<file path="src/rtl/io_byte_split_pkg.sv">
// Shared types and constants for the I/O byte splitter.
// The optional window-overrun guard is enabled with IO_BYTE_SPLIT_GUARD_EN.
package io_byte_split_pkg;

  typedef enum logic [2:0] {
    ST_IDLE,
    ST_WR,
    ST_RD_ISSUE,
    ST_RD_WAIT,
    ST_DONE
  } state_t;

  localparam int unsigned MAX_BYTES = 4;
  localparam int unsigned LANE_W    = 8;
  localparam logic [7:0]  FILL_BYTE = 8'hFF;

  function automatic logic [7:0] lane_get(input logic [31:0] word, input logic [1:0] k);
    return word[{k, 3'b000} +: LANE_W];
  endfunction

  function automatic logic [31:0] lane_put(input logic [31:0] word, input logic [1:0] k,
                                           input logic [7:0] b);
    logic [31:0] r;
    r = word;
    r[{k, 3'b000} +: LANE_W] = b;
    return r;
  endfunction

  // Lanes in [from, to) are set to the fill byte, all others are zero.
  function automatic logic [31:0] fill_lanes(input logic [2:0] from, input logic [2:0] to);
    logic [31:0] r;
    r = '0;
    for (int unsigned i = 0; i < MAX_BYTES; i++) begin
      if (i >= 32'(from) && i < 32'(to)) r[i*LANE_W +: LANE_W] = FILL_BYTE;
    end
    return r;
  endfunction

endpackage

</file>
<file path="src/rtl/io_byte_split_rdlat.sv">
// Read-latency down-counter: after load, fire is high in the LATENCY-th following cycle.
module io_byte_split_rdlat #(
  parameter int unsigned LATENCY = 1
) (
  input  logic clk,
  input  logic rst_n,
  input  logic load,
  output logic fire
);

  logic [2:0] count;

  always_ff @(posedge clk or negedge rst_n) begin
    if (!rst_n) begin
      count <= '0;
    end else if (load) begin
      count <= 3'(LATENCY);
    end else if (count != '0) begin
      count <= count - 3'd1;
    end
  end

  assign fire = (count == 3'd1);

endmodule

</file>
<file path="src/rtl/io_byte_splitter.sv">
// Splits one 1-4 byte CPU I/O access into sequential single-byte Avalon-MM cycles.
// Define IO_BYTE_SPLIT_GUARD_EN to suppress bytes that would wrap past the window end.
module io_byte_splitter
  import io_byte_split_pkg::*;
#(
  parameter int unsigned ADDR_W     = 3,
  parameter int unsigned RD_LATENCY = 1
) (
  input  logic              clk,
  input  logic              rst_n,
  input  logic              req_valid,
  output logic              req_ready,
  input  logic              req_write,
  input  logic [ADDR_W-1:0] req_address,
  input  logic [2:0]        req_length,
  input  logic [31:0]       req_wdata,
  output logic              rsp_done,
  output logic [31:0]       rsp_rdata,
  output logic              rsp_err,
  output logic [ADDR_W-1:0] av_address,
  output logic              av_read,
  output logic              av_write,
  output logic [7:0]        av_writedata,
  input  logic [7:0]        av_readdata
);

  state_t            state, state_nx;
  logic [2:0]        idx, idx_nx;
  logic [2:0]        cnt, cnt_nx;
  logic [2:0]        len_q, len_nx;
  logic              err_q, err_nx;
  logic [31:0]       wdata_q, wdata_nx;

  logic              ready_nx, done_nx, rsp_err_nx, read_nx, write_nx;
  logic [31:0]       rdata_nx;
  logic [ADDR_W-1:0] addr_nx;
  logic [7:0]        wrdata_nx;

  logic [2:0]        req_n, req_m, idx_inc;
  logic              req_err;
  logic              lat_load, lat_fire;

  io_byte_split_rdlat #(.LATENCY(RD_LATENCY)) u_rdlat (
    .clk   (clk),
    .rst_n (rst_n),
    .load  (lat_load),
    .fire  (lat_fire)
  );

  // Bytes actually issued (req_m) versus requested (req_n); they differ only when guarded.
  always_comb begin
    req_n = (req_length > 3'(MAX_BYTES)) ? 3'(MAX_BYTES) : req_length;
`ifdef IO_BYTE_SPLIT_GUARD_EN
    begin
      int unsigned space;
      space = (32'd1 << ADDR_W) - 32'(req_address);
      req_m = (32'(req_n) > space) ? 3'(space) : req_n;
    end
    req_err = (req_m != req_n);
`else
    req_m   = req_n;
    req_err = 1'b0;
`endif
  end

  always_comb begin
    state_nx   = state;
    idx_nx     = idx;
    cnt_nx     = cnt;
    len_nx     = len_q;
    err_nx     = err_q;
    wdata_nx   = wdata_q;
    ready_nx   = req_ready;
    done_nx    = 1'b0;
    rsp_err_nx = 1'b0;
    rdata_nx   = rsp_rdata;
    addr_nx    = av_address;
    read_nx    = 1'b0;
    write_nx   = 1'b0;
    wrdata_nx  = av_writedata;
    lat_load   = 1'b0;
    idx_inc    = idx + 3'd1;

    case (state)
      ST_IDLE: begin
        if (req_valid) begin
          wdata_nx = req_wdata;
          len_nx   = req_n;
          cnt_nx   = req_m;
          err_nx   = req_err;
          idx_nx   = '0;
          rdata_nx = '0;
          addr_nx  = req_address;
          ready_nx = 1'b0;
          if (req_m == '0) begin
            state_nx   = ST_DONE;
            done_nx    = 1'b1;
            rsp_err_nx = req_err;
          end else if (req_write) begin
            state_nx  = ST_WR;
            write_nx  = 1'b1;
            wrdata_nx = req_wdata[7:0];
          end else begin
            state_nx = ST_RD_ISSUE;
            read_nx  = 1'b1;
          end
        end
      end

      ST_WR: begin
        if (idx_inc == cnt) begin
          state_nx   = ST_DONE;
          done_nx    = 1'b1;
          rsp_err_nx = err_q;
        end else begin
          idx_nx    = idx_inc;
          write_nx  = 1'b1;
          addr_nx   = av_address + ADDR_W'(1);
          wrdata_nx = lane_get(wdata_q, idx_inc[1:0]);
        end
      end

      ST_RD_ISSUE: begin
        state_nx = ST_RD_WAIT;
        lat_load = 1'b1;
      end

      ST_RD_WAIT: begin
        if (lat_fire) begin
          rdata_nx = lane_put(rsp_rdata, idx[1:0], av_readdata);
          if (idx_inc == cnt) begin
            // Skipped (guarded) lanes are filled on the way into DONE.
            rdata_nx   = rdata_nx | fill_lanes(cnt, len_q);
            state_nx   = ST_DONE;
            done_nx    = 1'b1;
            rsp_err_nx = err_q;
          end else begin
            idx_nx   = idx_inc;
            state_nx = ST_RD_ISSUE;
            read_nx  = 1'b1;
            addr_nx  = av_address + ADDR_W'(1);
          end
        end
      end

      ST_DONE: begin
        state_nx = ST_IDLE;
        ready_nx = 1'b1;
      end

      default: begin
        state_nx = ST_IDLE;
        ready_nx = 1'b1;
      end
    endcase
  end

  always_ff @(posedge clk or negedge rst_n) begin
    if (!rst_n) begin
      state        <= ST_IDLE;
      idx          <= '0;
      cnt          <= '0;
      len_q        <= '0;
      err_q        <= 1'b0;
      wdata_q      <= '0;
      req_ready    <= 1'b1;
      rsp_done     <= 1'b0;
      rsp_rdata    <= '0;
      rsp_err      <= 1'b0;
      av_address   <= '0;
      av_read      <= 1'b0;
      av_write     <= 1'b0;
      av_writedata <= '0;
    end else begin
      state        <= state_nx;
      idx          <= idx_nx;
      cnt          <= cnt_nx;
      len_q        <= len_nx;
      err_q        <= err_nx;
      wdata_q      <= wdata_nx;
      req_ready    <= ready_nx;
      rsp_done     <= done_nx;
      rsp_rdata    <= rdata_nx;
      rsp_err      <= rsp_err_nx;
      av_address   <= addr_nx;
      av_read      <= read_nx;
      av_write     <= write_nx;
      av_writedata <= wrdata_nx;
    end
  end

endmodule

</file>
<file path="config.mk">
export PLATFORM = sky130hd
export DESIGN_NAME = io_byte_splitter
export DESIGN_NICKNAME = d
export VERILOG_FILES = /design/src/rtl/io_byte_split_pkg.sv /design/src/rtl/io_byte_split_rdlat.sv /design/src/rtl/io_byte_splitter.sv
export SDC_FILE = /design/constraint.sdc
export NUM_CORES = 1
export LEC_CHECK = 0
export BUFFER_PORTS_ARGS = -buffer_cell sky130_fd_sc_hd__buf_2
export CORE_MARGIN = 2
export CORE_UTILIZATION = 35
export CTS_CLUSTER_DIAMETER = 120
export DETAILED_ROUTE_END_ITERATION = 10
export GPL_TIMING_DRIVEN = 1
export PLACE_DENSITY_LB_ADDON = 0.1
export SLEW_MARGIN = 10
export SYNTH_ARGS = -nofsm -noshare
export SYNTH_HDL_FRONTEND = slang
export SYNTH_SLANG_ARGS = --single-unit
export TNS_END_PERCENT = 10
</file>
<file path="constraint.sdc">
create_clock -name clk -period 7.42 [get_ports clk]
set_input_delay 0 -clock clk [delete_from_list [all_inputs] [get_ports clk]]
set_output_delay 0 -clock clk [all_outputs]
set_load 0.1 [all_outputs]
</file>
Word level (Yosys, flattened, before mapping)
Cells that the tools add are included.
{"block": "totals", "output_inout_bits": 48, "regBits": 91, "wordCells": 121, "in_bits": 50}
{"block": "classes", "bitwise_logic": 2, "shift": 3, "reduce_logical": 18, "n_lt_le_gt_ge": 9, "eq_ne": 11, "n_mux": 62, "addsub": 4}
{"cell": "$mux 8", "count": 20}
{"cell": "$mux 32", "count": 3}
{"cell": "$pmux 32 s2", "count": 1}
{"cell": "$mux 3", "count": 14}
{"cell": "$bwmux 32", "count": 1}
{"cell": "$or 32x32->32", "count": 1}
{"cell": "$shift 8x7->32 const A", "count": 1}
{"cell": "$shiftx 32x6->8", "count": 1}
{"cell": "$shiftx 8x7->32", "count": 1}
{"cell": "$pmux 3 s3", "count": 2}
{"cell": "$pmux 8 s2", "count": 1}
{"cell": "$mux 1", "count": 14}
{"cell": "$ne 2x2->1 const B", "count": 6}
{"cell": "$pmux 3 s4", "count": 1}
{"cell": "$reduce_and 3->1", "count": 3}
{"cell": "$neg 5->7", "count": 1}
{"cell": "$add 3x1->3 const B", "count": 2}
{"cell": "$eq 3x1->1 const B", "count": 2}
{"cell": "$eq 3x2->1 const B", "count": 2}
{"cell": "$ge 1x3->1 const A", "count": 2}
{"cell": "$ge 2x3->1 const A", "count": 2}
{"cell": "$logic_not 3->1", "count": 2}
{"cell": "$lt 1x3->1 const A", "count": 2}
{"cell": "$lt 2x3->1 const A", "count": 2}
{"cell": "13 further kinds", "count": 22}

Depth between registers and ports, before layout
Gate-level depths: netlist of the first run.
{"block": "logic_depth", "ltp_word": 10, "depth_mapped": 8, "depth_no_buf": 6}

Cells and area by module
A second synthesis of the first run with hierarchy kept.
{"block": "hier_totals", "cells_unflattened": 441, "hier_area_um2": 4475.5}
{"module": "io_byte_splitter", "area_per_inst_um2": 4274.1, "seq_area_each_um2": 2203.4, "n_inst": 1, "cells_each": 423}
{"module": "io_byte_split_rdlat", "area_per_inst_um2": 201.4, "seq_area_each_um2": 75.1, "n_inst": 1, "cells_each": 18}

Least setup slack after synthesis of the first run
OpenSTA, ideal clock, no wires.
{"block": "synth_timing", "path_kind": "reg-to-reg", "from": "reg idx[0]", "to": "reg av_writedata[0]", "synth_period_minus_slack_ps": 2597, "n_path_buf": 2, "slack_ps": 4823, "t_required_ps": 7294, "setup_ps": 126, "arrival_ps": 2471, "path_stages_with_launch": 9, "cell_sequence": "dfrtp_1 -> buf_6 -> inv_1 -> ha_1 -> xor2_1 -> or3_1 -> clkbuf_2 -> a32oi_4 -> mux2_2"}
{"block": "synth_between", "elab_chain_cells": 4, "word_cells_on_any_way": 7, "cone_classes": "add/sub: 1; eq/ne: 2; shift: 1; mux: 2; reduce/logical: 1"}
{"element": "from (decl)", "line_no": "io_byte_splitter.sv:28", "rtl": "logic [2:0] idx, idx_nx;"}
{"element": "from (signal assigned)", "line_no": "io_byte_splitter.sv:176", "rtl": "idx <= idx_nx;"}
{"element": "$add 3x1->3 *", "line_no": "io_byte_splitter.sv:82", "rtl": "idx_inc = idx + 3'd1;"}
{"element": "$shiftx 32x6->8 or $eq 3x3->1 (tied branches)", "line_no": "io_byte_split_pkg.sv:18, io_byte_splitter.sv:111"}
{"element": "$mux 8 or $ne 2x2->1 (tied branches)"}
{"element": "$pmux 8 s2 or $reduce_and 5->1 (tied branches)"}
{"element": "to (signal assigned)", "line_no": "io_byte_splitter.sv:188", "rtl": "av_writedata <= wrdata_nx;"}
{"element": "to (decl)", "line_no": "io_byte_splitter.sv:23", "rtl": "output logic [7:0] av_writedata,"}
Every way passes the cells marked *; elsewhere a longest branch is shown, timed or not. The select of a mux whose other input is x is not followed.
A chain may end at the register's enable or synchronous reset.

Worst setup path after layout of the first run
{"block": "layout_timing", "from": "reg idx[0]", "to": "reg av_writedata[1]"}
Same word-level chain as after synthesis.

==> key figures, run 1 <==
Run status
  – Status: finished clean

Floorplan
  – CORE AREA: between 10000 and 15000 um2
  – Die area: 13200 um2
  – Cell Rows: 40
  – Die height: approximately 120 um
  – Initial core utilization: a little over a third
  – Horiz. Die Dim: 115 um
  – IO Count: 98

Routing
  – Drt total wl: ~11000 um
  – Vias/cell: 5.03
  – Via count: ~3.4k
  – Drc violations: 0
  – Starting DRC count in detailed routing: 210
  – Final ANT Viol Nets: 0
  – DRT Pass-1 Iters: 4
  – Routed length per instance: about 17 um

Synthesis
  – Area share of and/or/nand/nor cells after synthesis: 19.2%
  – Synth area leaders: dfrtp_1 52%, nand2_1 9.7%, a31o_2 4.9%
  – Compound-Gate Fraction of Synth Area: 12.4%
  – Synthesized flop and latch total: between 90 and 100
  – Multiplexer share of the synthesized area: 8.67%
  – Mapped Cells: approximately 400
  – Synth Area in XOR/XNOR: 1.16%
  – Synth Flop Type: dfrtp_1
  – Synthesized-area fraction occupied by adder cells: 2.61%
  – Sequential area share after synthesis: a little over half
  – Cell taking the most area after synthesis: dfrtp_1
  – Post-synth EDFFs: 0
  – Avg Inst Size Synth: 10.8 um2
  – Largest family of logic cells by synthesized area: simple AND/OR/NAND/NOR gates
  – Post-Syn Area: 4310 um2
  – Synth warnings: 0
  – Async SR Flop Fraction: 100%
  – Synth top area share: a little over half
  – Net Count, Synth: 460
  – Yosys cell types: 57

Hold path
  – Hold depth: 4
  – Worst min path class: input port to flip-flop

STA
  – Worst-margin pin slew: 1.07 ns
  – RSZ-0062 raised after global routing: no
  – Clock period minus worst slack: 3.48 ns
  – Setup TNS: 0 ns
  – Final setup vio count: 0
  – Slew margin rel.: between 20% and 30%
  – Worst Skew: roughly 0.0059 ns
  – Max-slew violation count: 0
  – Period utilization: between 40% and 50%
  – Final hold violations: 0
  – Achievable Freq: 287 MHz

Setup path
  – Critical path destination: av_writedata[1]$_DFFE_PN0P_
  – Crit-path max FO: 15
  – Reg-to-reg startpoint: idx[0]$_DFFE_PN0P_
  – CP startpoint kind: flip-flop
  – Worst r2r dst: av_writedata[1]$_DFFE_PN0P_
  – Critical Path RT: between 7 and 8 ns
  – Crit end category: flip-flop
  – Worst EP arrival: ~3.7 ns
  – Reg2Reg Depth: 6
  – Setup Crit Path Kind: flip-flop to flip-flop
  – Crit path from: idx[0]$_DFFE_PN0P_
  – R2r setup slk: roughly 4 ns

Run
  – Max-cap viol count: 0

Power
  – Power, Total: 2390 uW
  – Worst IR drop on VDD: approximately 0.0002 V
  – Cell Pwr Density: between 400 and 500 nW/um2
  – Leak: just under 0.003 uW

Clocking
  – Clock Tree Root: clkbuf_16
  – CTS H-tree depth: 3
  – Clock Pin Slew Worst Setup and Hold Paths: roughly 0.06 ns
  – Worst skew pair latency: approximately 0.34 ns
  – Clock tree buffer depth: 2
  – Postcts setup bufs: 0
  – Total CTS buffers: 9
  – CTS sink cnt: between 90 and 100
  – CTS tree: built

Cells and area
  – Most frequent cells in the layout: 111 x nand2_1, 95 x buf_2, 90 x dfrtp_1
  – # diodes: 0
  – Fin area: about 5600 um2
  – FILL cells: roughly 1.2k
  – Final net count: 594
  – Layout area overhead: 30.6%
  – Most common cell after layout, fill and taps aside: nand2_1
  – Share of cells above drive strength 1: between 30% and 40%

Global routing
  – Largest net degree at the start of global routing: 63
  – Total gr overflow: 0
  – Vias in the first global route: between 3k and 4k
  – First-pass GRT wire length: between 15000 and 20000 um
  – Total GRT Usage: 18.0%
  – Antenna violations before repair: 0

Placed design
  – Port Buffers: 96
  – Dpl cell area: ~4900 um2
  – Placer Congestion: about 0.77
  – HPWL after detailed placement: approximately 7500 um
## cell type report
class	count	area, um2	share of cell area, %
multi-input combinational	280	1910	33.9
sequential	91	2280	40.4
inverter	9	33.8	0.600
tap	147	184	3.26
clock buffer	12	256	4.55
timing repair buffer	144	958	17.0
clock inverter	2	12.5	0.222
## per-layer routing
metal	vias up	wire [um]	global-route usage [%]	share of wire (%)
met1	1671	5400	24.4	48
met3	13	350	3.11	3.1
li1	1687	-	-	-
met4	0	172	6.91	1.5
met5	-	0	0	0
met2	74	5420	28.9	48
## critical path, stage by stage, from the launching register on
cell and delay [ns]:
dfrtp_1 0.86, inv_1 0.27, ha_1 0.74, xor2_1 0.18, or3_1 0.52, a32oi_4 0.40
mux2_2 0.38
## per-stage QoR
step	cells	util, %	setup slack, ns	hold slack [ns]
after floorplan	401	-	4.82	-0.296
after detailed placement	625	40.8	3.83	0.0580
after CTS	685	46.9	3.82	0.0454
after global placement	625	40.8	3.97	0.0577
final	685	46.9	3.94	0.0502
after global routing	685	46.9	3.61	0.0606
## state kept, by name, indices dropped and copies added, names as in the netlist, 3 cells and up
register and count:
u_rdlat.count 3, rsp_rdata 32, len_q 3, idx 3
state 3, av_address 3, wdata_q 32, av_writedata 8
## worst min-delay path by stage
stage	to	start	slack (ns)
floorplan	av_address[0]$_DFFE_PN0P_	rst_n	-0.30
global route	av_address[1]$_DFFE_PN0P_	req_address[1]	0.06
detailed placement	av_address[1]$_DFFE_PN0P_	rst_n	0.06
global placement	av_address[0]$_DFFE_PN0P_	rst_n	0.06
CTS	av_address[1]$_DFFE_PN0P_	req_address[1]	0.05
finish	av_address[1]$_DFFE_PN0P_	req_address[1]	0.05
## kinds of logic (layout without fill, tap and decap cells)
logic type | count (synthesis) | count (layout)
compound gates | 64 | 64
xor+xnor | 4 | 4
fa+ha+maj | 9 | 9
buf+inv | 30 | 167
flops | 91 | 91
mux | 25 | 25
other cells | 1 | 1
simple gates | 177 | 177
## power breakdown
part           total (uW)  internal (uW)  switching (uW)
logic                1180            401             775
clock network         423            241             182
registers             795            663             132
total                2390           1310            1090
## what timing repair did
action                                 in CTS  in global routing
resized for setup                           0                  0
endpoints found under the hold margin     111                  0
hold buffers                               46                  0
## cells in the mapped netlist, types with 2 or more instances
master / count
or3_1: 2
nand3b_1: 2
nor2_2: 2
nand2b_1: 5
a2bb2oi_1: 3
a31o_2: 24
xnor2_1: 2
mux4_2: 7
dfrtp_1: 90
o211ai_1: 4
nor2_1: 9
nor3_1: 4
mux2_2: 16
a22o_1: 8
and2_1: 4
and3_1: 25
nand2_1: 112
clkbuf_1: 11
o21ai_0: 5
buf_2: 6
o32ai_1: 2
inv_1: 8
ha_1: 9
o31ai_1: 2
a21oi_1: 2
o22ai_1: 3
a2111oi_0: 3
nand3_1: 2
(Power assumes the default switching activity.)
==> inputs of run 2 (changes only) <==
clock period = 3.2 ns   (was 7.42 ns; I/O delays follow)
==> run 2 against run 1 <==
First-iteration DRC count decreased by 15%. Combinational power is 140% higher. Non-clock buffer count rose by 7. Count of clock-buffer cells in the layout down 2. Sequential power is 130% higher. Routed wire length is 0.60% higher. Sequential share of layout area is 0.71 points lower. Total power is 140% higher. Global-route usage grew 0.47 points. Cell area is 1.8% higher. Clock skew rose by 0.0025 ns. Highest routed layer unchanged. Die area stayed put.
==> key figures, run 2 (synthesis gave the netlist of run 1 again) <==
Run status
  – Status: finished clean

Routing
  – Vias/cell: 5.04 (+0.16%)
  – Drc violations: 0 (unchanged)
  – Via count: 3496 (+1.5%)
  – DRT Pass-1 Iters: 4 (unchanged)
  – Starting DRC count in detailed routing: 179 (-15%)
  – Drt total wl: 11400 um (+0.60%)
  – Routed length per instance: 16.4 um (-0.70%)
  – Final ANT Viol Nets: 0 (unchanged)

Floorplan
  – Die height: 115 um (unchanged)
  – Initial core utilization: 35.9% (unchanged)
  – IO Count: 98 (unchanged)
  – CORE AREA: 12000 um2 (unchanged)
  – Die area: 13200 um2 (unchanged)
  – Horiz. Die Dim: 115 um (unchanged)
  – Cell Rows: 40 (unchanged)

Placed design
  – Port Buffers: 96 (unchanged)
  – HPWL after detailed placement: 7740 um (+3.9%)
  – Placed Cells: 632 (+1.1%)
  – Placer Congestion: 0.803 (+4.7%)

STA
  – Achievable Freq: 361 MHz (+26%)
  – Final setup vio count: 0 (unchanged)
  – Max-slew violation count: 0 (unchanged)
  – Worst Skew: 0.00839 ns (+0.00254 ns)
  – Worst-margin pin slew: 0.956 ns (-0.118 ns)
  – Hold slack: 0.0370 ns (-0.0132 ns)
  – Clock period minus worst slack: 2.77 ns (-0.712 ns)
  – Slew margin rel.: 35.8% (+7.7 points)
  – Period utilization: 86.6% (+40 points)
  – Setup TNS: 0 ns (unchanged)
  – Final hold violations: 0 (unchanged)
  – RSZ-0062 raised after global routing: no

Power
  – Worst IR drop on VDD: 0.000633 V (+210%)
  – Leak: 0.00297 uW (+2.1%)
  – Cell Pwr Density: 1010 nW/um2 (+140%)

Run
  – Max-cap viol count: 0 (unchanged)

Global routing
  – Antenna violations before repair: 0 (unchanged)
  – First-pass GRT wire length: 18800 um (+2.7%)
  – Vias in the first global route: 3616 (+2.3%)
  – Total gr overflow: 0 (unchanged)
  – Largest net degree at the start of global routing: 44 (-30%)
  – Total GRT Usage: 18.5% (+0.47 points)

Cells and area
  – Layout area overhead: 32.9%
  – FILL cells: 1157 (-1.4%)
  – Most frequent cells in the layout: 111 x nand2_1, 95 x buf_2, 90 x dfrtp_1
  – Final std cells w/o fill: 694 (+1.3%)
  – Largest registers: rsp_rdata: 32 flops, wdata_q: 32 flops, av_writedata: 8 flops
  – Most common cell after layout, fill and taps aside: nand2_1
  – Share of cells above drive strength 1: 32.4% (+1.1 points)
  – Final net count: 601 (+1.2%)
  – # diodes: 0 (unchanged)

Clocking
  – Clock Pin Slew Worst Setup and Hold Paths: 0.07 ns (about the same)
  – Total CTS buffers: 9 (unchanged)
  – CTS tree: built
  – CTS H-tree depth: 3 (unchanged)
  – Clock Tree Root: clkbuf_16
  – Worst skew pair latency: 0.35 ns (about the same)
  – Clock tree buffer depth: 2 (unchanged)
  – CTS sink cnt: 91 (unchanged)

Hold path
  – Worst min path class: input port to flip-flop

Setup path
  – Crit end category: flip-flop
  – Critical Path RT: 3.43 ns (-4.21 ns)
  – Setup Crit Path Kind: flip-flop to flip-flop
  – CP startpoint kind: flip-flop
  – Crit-path max FO: 9 (-6)
  – Worst EP arrival: 3.00 ns (-0.70 ns)
## run 2: cell types whose count changed in the layout (fill, tap and decap cells not counted), sizes merged
cell / delta
buf: +7
clkinvlp: -1
inv: +1
clkbuf: -2
clkinv: +2
bufinv: +2
## run 2: repair_timing
item	in CTS	in global routing
endpoints found under the hold margin	97	0
resized for setup	0	0
hold buffers	46	0
setup buffers	0	0
## run 2: final timing paths
check | endpoint | cells after the start | slack (ns) | from
worst min register to register | req_ready$_DFFE_PN1P_ | 2 | 0.47 | req_ready$_DFFE_PN1P_
max in group asynchronous | req_ready$_DFFE_PN1P_ | 3 | 2.26 | rst_n
min in group asynchronous | state[0]$_DFFE_PN0P_ | 2 | 0.13 | rst_n
worst min-delay path | av_address[1]$_DFFE_PN0P_ | 4 | 0.04 | req_address[1]
worst max-delay path | av_writedata[2]$_DFFE_PN0P_ | 6 | 0.43 | idx[0]$_DFFE_PN0P_
worst max register to register | av_writedata[2]$_DFFE_PN0P_ | 6 | 0.43 | idx[0]$_DFFE_PN0P_
## run 2: worst max-delay path, cell delays in order, from the launching register on
cell and delay [ns]:
dfrtp_1 0.60, inv_1 0.21, ha_1 0.36, xor2_1 0.19, or3_1 0.51, a32oi_4 0.40, mux2_2 0.38
## run 2: metal layers
metal / global-route usage (%) / wire, um
met1: 24.6 / 5300
met2: 30.0 / 5450
met3: 3.74 / 458
met4: 6.51 / 202
met5: 0 / 0
## run 2: final cells by class
type	instances	area (um2)	share of cell area, %
clock buffers	10	229	3.99
repair buffers	151	1010	17.6
multi-input cells	280	1910	33.3
clock inverters	6	87.6	1.53
well taps	147	184	3.21
inverters	9	33.8	0.589
flip-flops and latches	91	2280	39.7
## run 2: report_power, final
| part | switching (uW) | internal, uW | leakage (uW) |
|---|---|---|---|
| sequential | 281 | 1540 | 0.00118 |
| combinational | 1830 | 969 | 0.00164 |
| clock | 473 | 687 | 0.000157 |
## run 2: per-stage QoR
step / utilization (%) / area [um2] / setup slack, ns / total power, uW
final: 47.7 / 5730 / 0.430 / 5780
after global routing: 47.7 / 5730 / 0.208 / 6150
after CTS: 47.7 / 5730 / 0.348 / 5840
after detailed placement: 41.3 / 4960 / 0.360 / 4620
after global placement: 41.3 / 4960 / 0.447 / 4590
after floorplan: - / 4310 / 0.603 / 4000
==> inputs of run 3 (changes only) <==
ABC_AREA = 1   (was default)
==> run 3 against run 2 <==
Clock skew shrank 0.0016 ns. First-iteration DRC count grew 11%. Cell area grew 4.9%. Clock power down 10%. Final cell count rose by 32%. Via count up 25%. Maximum frequency up 35%. Worst setup slack better by 0.72 ns. Die area grew 11%. Global-route usage down 0.44 points. Critical path type unchanged. Largest cell class unchanged. Largest power group unchanged. Highest routed layer unchanged.
==> key figures, run 3 <==
Synthesis
  – Mapped Cells: 619 (+54%)
  – Sequential area share after synthesis: 47.4% (-5.5 points)
  – Synthesized flop and latch total: 91 (unchanged)
  – Cell taking the most area after synthesis: dfrtp_1
  – Most frequent cell after synthesis: nand2_1
  – Most frequent cells after synthesis: 228 x nand2_1, 90 x dfrtp_1, 70 x nand3_1
  – Synth top area share: 46.8% (-5.4 points)
  – Net Count, Synth: 678 (+47%)
  – Synth warnings: 0 (unchanged)
  – Avg Inst Size Synth: 7.77 um2 (-28%)
  – Post-Syn Area: 4810 um2 (+12%)
  – Synth area leaders: dfrtp_1 47%, nand2_1 18%, nand3_1 7.3%
  – Async SR Flop Fraction: 100% (unchanged)
  – Post-synth EDFFs: 0 (unchanged)
  – Yosys cell types: 31 (-46%)
  – Synth Flop Type: dfrtp_1

Run
  – Max-cap viol count: 0 (unchanged)

Routing
  – Starting DRC count in detailed routing: 199 (+11%)
  – Routed wl met2: 6480 um (+19%)
  – Met3 Routed Length: 467 um (+2.0%)
  – Vias/cell: 4.78 (-5.0%)
  – Drt total wl: 12700 um (+11%)
  – Max Used Layer: met4
  – Met1 wire length: 5610 um (+6.0%)
  – Routed length per instance: 13.9 um (-16%)
  – DRT Pass-1 Iters: 4 (unchanged)
  – Via count: 4373 (+25%)
  – Drc violations: 0 (unchanged)
  – Final ANT Viol Nets: 0 (unchanged)

Power
  – Sw frac: 54.1% (+9.4 points)
  – Sequential Power Share: 27.9% (-3.6 points)
  – Net Switching: 3620 uW (+40%)
  – Clock share of power: 15.6% (-4.5 points)
  – Pint: 3070 uW (-3.8%)
  – Cell Pwr Density: 1110 nW/um2 (+11%)
  – Comb pwr share: 56.5% (+8.1 points)
  – Worst IR drop on VDD: 0.000651 V (+2.8%)
  – Leak: 0.00303 uW (+1.9%)

Clocking
  – Total CTS buffers: 9 (unchanged)
  – CTS sink cnt: 91 (unchanged)
  – CTS tree: built
  – Postcts setup bufs: 0 (unchanged)
  – CTS H-tree depth: 3 (unchanged)
  – Clock tree buffer depth: 2 (unchanged)
  – Worst skew pair latency: 0.34 ns (about the same)
  – Clock Tree Root: clkbuf_16
  – Number of gates resized after cts: 0 (unchanged)
  – Clock Pin Slew Worst Setup and Hold Paths: 0.06 ns (about the same)

Cells and area
  – Share of cells above drive strength 1: 19.6% (-13 points)
  – Most common cell after layout, fill and taps aside: nand2_1
  – Layout area overhead: 25.0%
  – Largest registers: rsp_rdata: 32 flops, wdata_q: 32 flops, av_writedata: 8 flops
  – Most frequent cells in the layout: 228 x nand2_1, 95 x buf_2, 90 x dfrtp_1
  – Multi-input combinational cell area: 2150 um2 (+13%)
  – FILL cells: 1416 (+22%)
  – # diodes: 0 (unchanged)
  – Final net count: 792 (+32%)
  – Register Area: 2280 um2 (unchanged)

STA
  – Final setup vio count: 0 (unchanged)
  – Worst-margin pin slew: 0.866 ns (-0.0897 ns)
  – Final hold violations: 0 (unchanged)
  – Clock period minus worst slack: 2.05 ns (-0.717 ns)
  – Worst Skew: 0.00675 ns (-0.00164 ns)
  – Slew margin rel.: 42.3% (+6.5 points)
  – Setup TNS: 0 ns (unchanged)
  – Achievable Freq: 487 MHz (+35%)
  – RSZ-0062 raised after global routing: no
  – Period utilization: 64.2% (-22 points)
  – Final worst slack: 1.15 ns (+0.717 ns)
  – Max-slew violation count: 0 (unchanged)

Setup path
  – Crit end category: flip-flop
  – Critical path destination: av_writedata[4]$_DFFE_PN0P_
  – Critical Path RT: 3.43 ns (about the same)
  – CP startpoint kind: flip-flop
  – Setup Crit Path Kind: flip-flop to flip-flop
  – R2r setup slk: 1.15 ns (+0.72 ns)
  – Crit-path max FO: 18 (+9)
  – Reg-to-reg startpoint: idx[1]$_DFFE_PN0P_
  – Worst EP arrival: 2.28 ns (-0.72 ns)
  – Worst r2r dst: av_writedata[4]$_DFFE_PN0P_
  – Reg2Reg Depth: 11 (+5)
  – Crit path from: idx[1]$_DFFE_PN0P_

Floorplan
  – Cell Rows: 42 (+5.0%)
  – Die height: 121 um (+5.4%)
  – Horiz. Die Dim: 121 um (+5.4%)
  – CORE AREA: 13300 um2 (+11%)
  – Initial core utilization: 36.0% (+0.13 points)
  – IO Count: 98 (unchanged)
  – Die area: 14700 um2 (+11%)

Placed design
  – Pre-CTS setup slack: 1.16 ns (+0.802 ns)
  – Placer Congestion: 0.767 (-4.4%)
  – HPWL after detailed placement: 8780 um (+13%)
  – Port Buffers: 96 (unchanged)

Global routing
  – First-pass GRT wire length: 20600 um (+9.4%)
  – Antenna violations before repair: 0 (unchanged)
  – Total GRT Usage: 18.0% (-0.44 points)
  – Total gr overflow: 0 (unchanged)
  – Vias in the first global route: 4108 (+14%)
  – Largest net degree at the start of global routing: 67 (+52%)

Run status
  – Status: finished clean

Hold path
  – Worst min path class: input port to flip-flop
-- run 3: cell count changes after synthesis, moves of 16 or more --
cell	previous run	this run
nand2_1	112	228
o211ai_1	4	25
a31o_2	24	0
mux2_2	16	0
inv_1	8	40
and3_1	25	0
o21ai_1	0	41
nand3_1	2	70
-- run 3: repair_timing --
action                     in CTS  in global routing
hold buffers                   35                  0
setup endpoints to repair       0                  0
hold endpoints to repair       97                  0
-- run 3: metrics by stage --
step | total power [uW] | hold WS, ns | utilization (%) | std cells | cell area (um2)
2_1_floorplan | 4980 | -0.296 | - | 619 | 4810
3_3_place_gp | 5650 | 0.168 | 40.2 | 863 | 5370
3_5_place_dp | 5690 | 0.176 | 40.2 | 863 | 5370
4_1_cts | 6790 | 0.0000956 | 45.1 | 914 | 6010
5_1_grt | 7220 | 0.0167 | 45.1 | 914 | 6010
6_report | 6700 | 0.0126 | 45.1 | 914 | 6010
-- run 3: kinds of logic after synthesis --
| group | synth area share [%] |
|---|---|
| flops | 47.4 |
| fa+ha+maj | 2.34 |
| buf+inv | 7.91 |
| simple gates | 29.4 |
| other cells | 0.0779 |
| xor+xnor | 0.182 |
| compound gates | 12.7 |
-- run 3: worst min-delay path by stage --
stage | start | endpoint | slack (ns) | cells past startpoint
finish | req_write | av_read$_DFF_PN0_ | 0.01 | 4
CTS | req_length[2] | len_q[0]$_DFFE_PN0P_ | 0.0001 | 4
global route | req_length[2] | len_q[0]$_DFFE_PN0P_ | 0.02 | 4
detailed placement | rst_n | rsp_rdata[3]$_DFFE_PN0P_ | 0.18 | 1
global placement | rst_n | rsp_rdata[3]$_DFFE_PN0P_ | 0.17 | 1
floorplan | rst_n | av_address[0]$_DFFE_PN0P_ | -0.30 | 0
-- run 3: power groups by stage --
stage | registers [uW] | clock network (uW) | logic, uW
after CTS | 1870 | 1080 | 3840
after floorplan | 3020 | 0 | 1950
final | 1870 | 1040 | 3790
after global placement | 1880 | 0 | 3770
after global routing | 1920 | 1130 | 4170
after detailed placement | 1880 | 0 | 3800
-- run 3: area by class of cell --
class                      count  share of cell area (%)
clock buffer                  15                    4.79
inverter                      45                    2.81
clock inverter                 1                  0.0832
tap                          176                    3.66
sequential                    91                    37.9
multi-input combinational    446                    35.8
timing repair buffer         140                    15.0
-- run 3: critical path, stage by stage, from the launching register on --
cell and delay [ns]:
dfrtp_1 0.39, inv_1 0.09, ha_1 0.42, inv_2 0.21, nand2_1 0.10, nand2_1 0.06, nor2_2 0.17, nand2_2 0.13
nand2_4 0.14, nand2_4 0.10, nand2_1 0.07, nand2_1 0.05
-- run 3: layer usage --
| metal | GRT usage [%] | vias up |
|---|---|---|
| met5 | 0 | - |
| met4 | 3.66 | 0 |
| met3 | 4.51 | 7 |
| met2 | 31.8 | 84 |
| met1 | 22.3 | 2041 |
| li1 | - | 2241 |
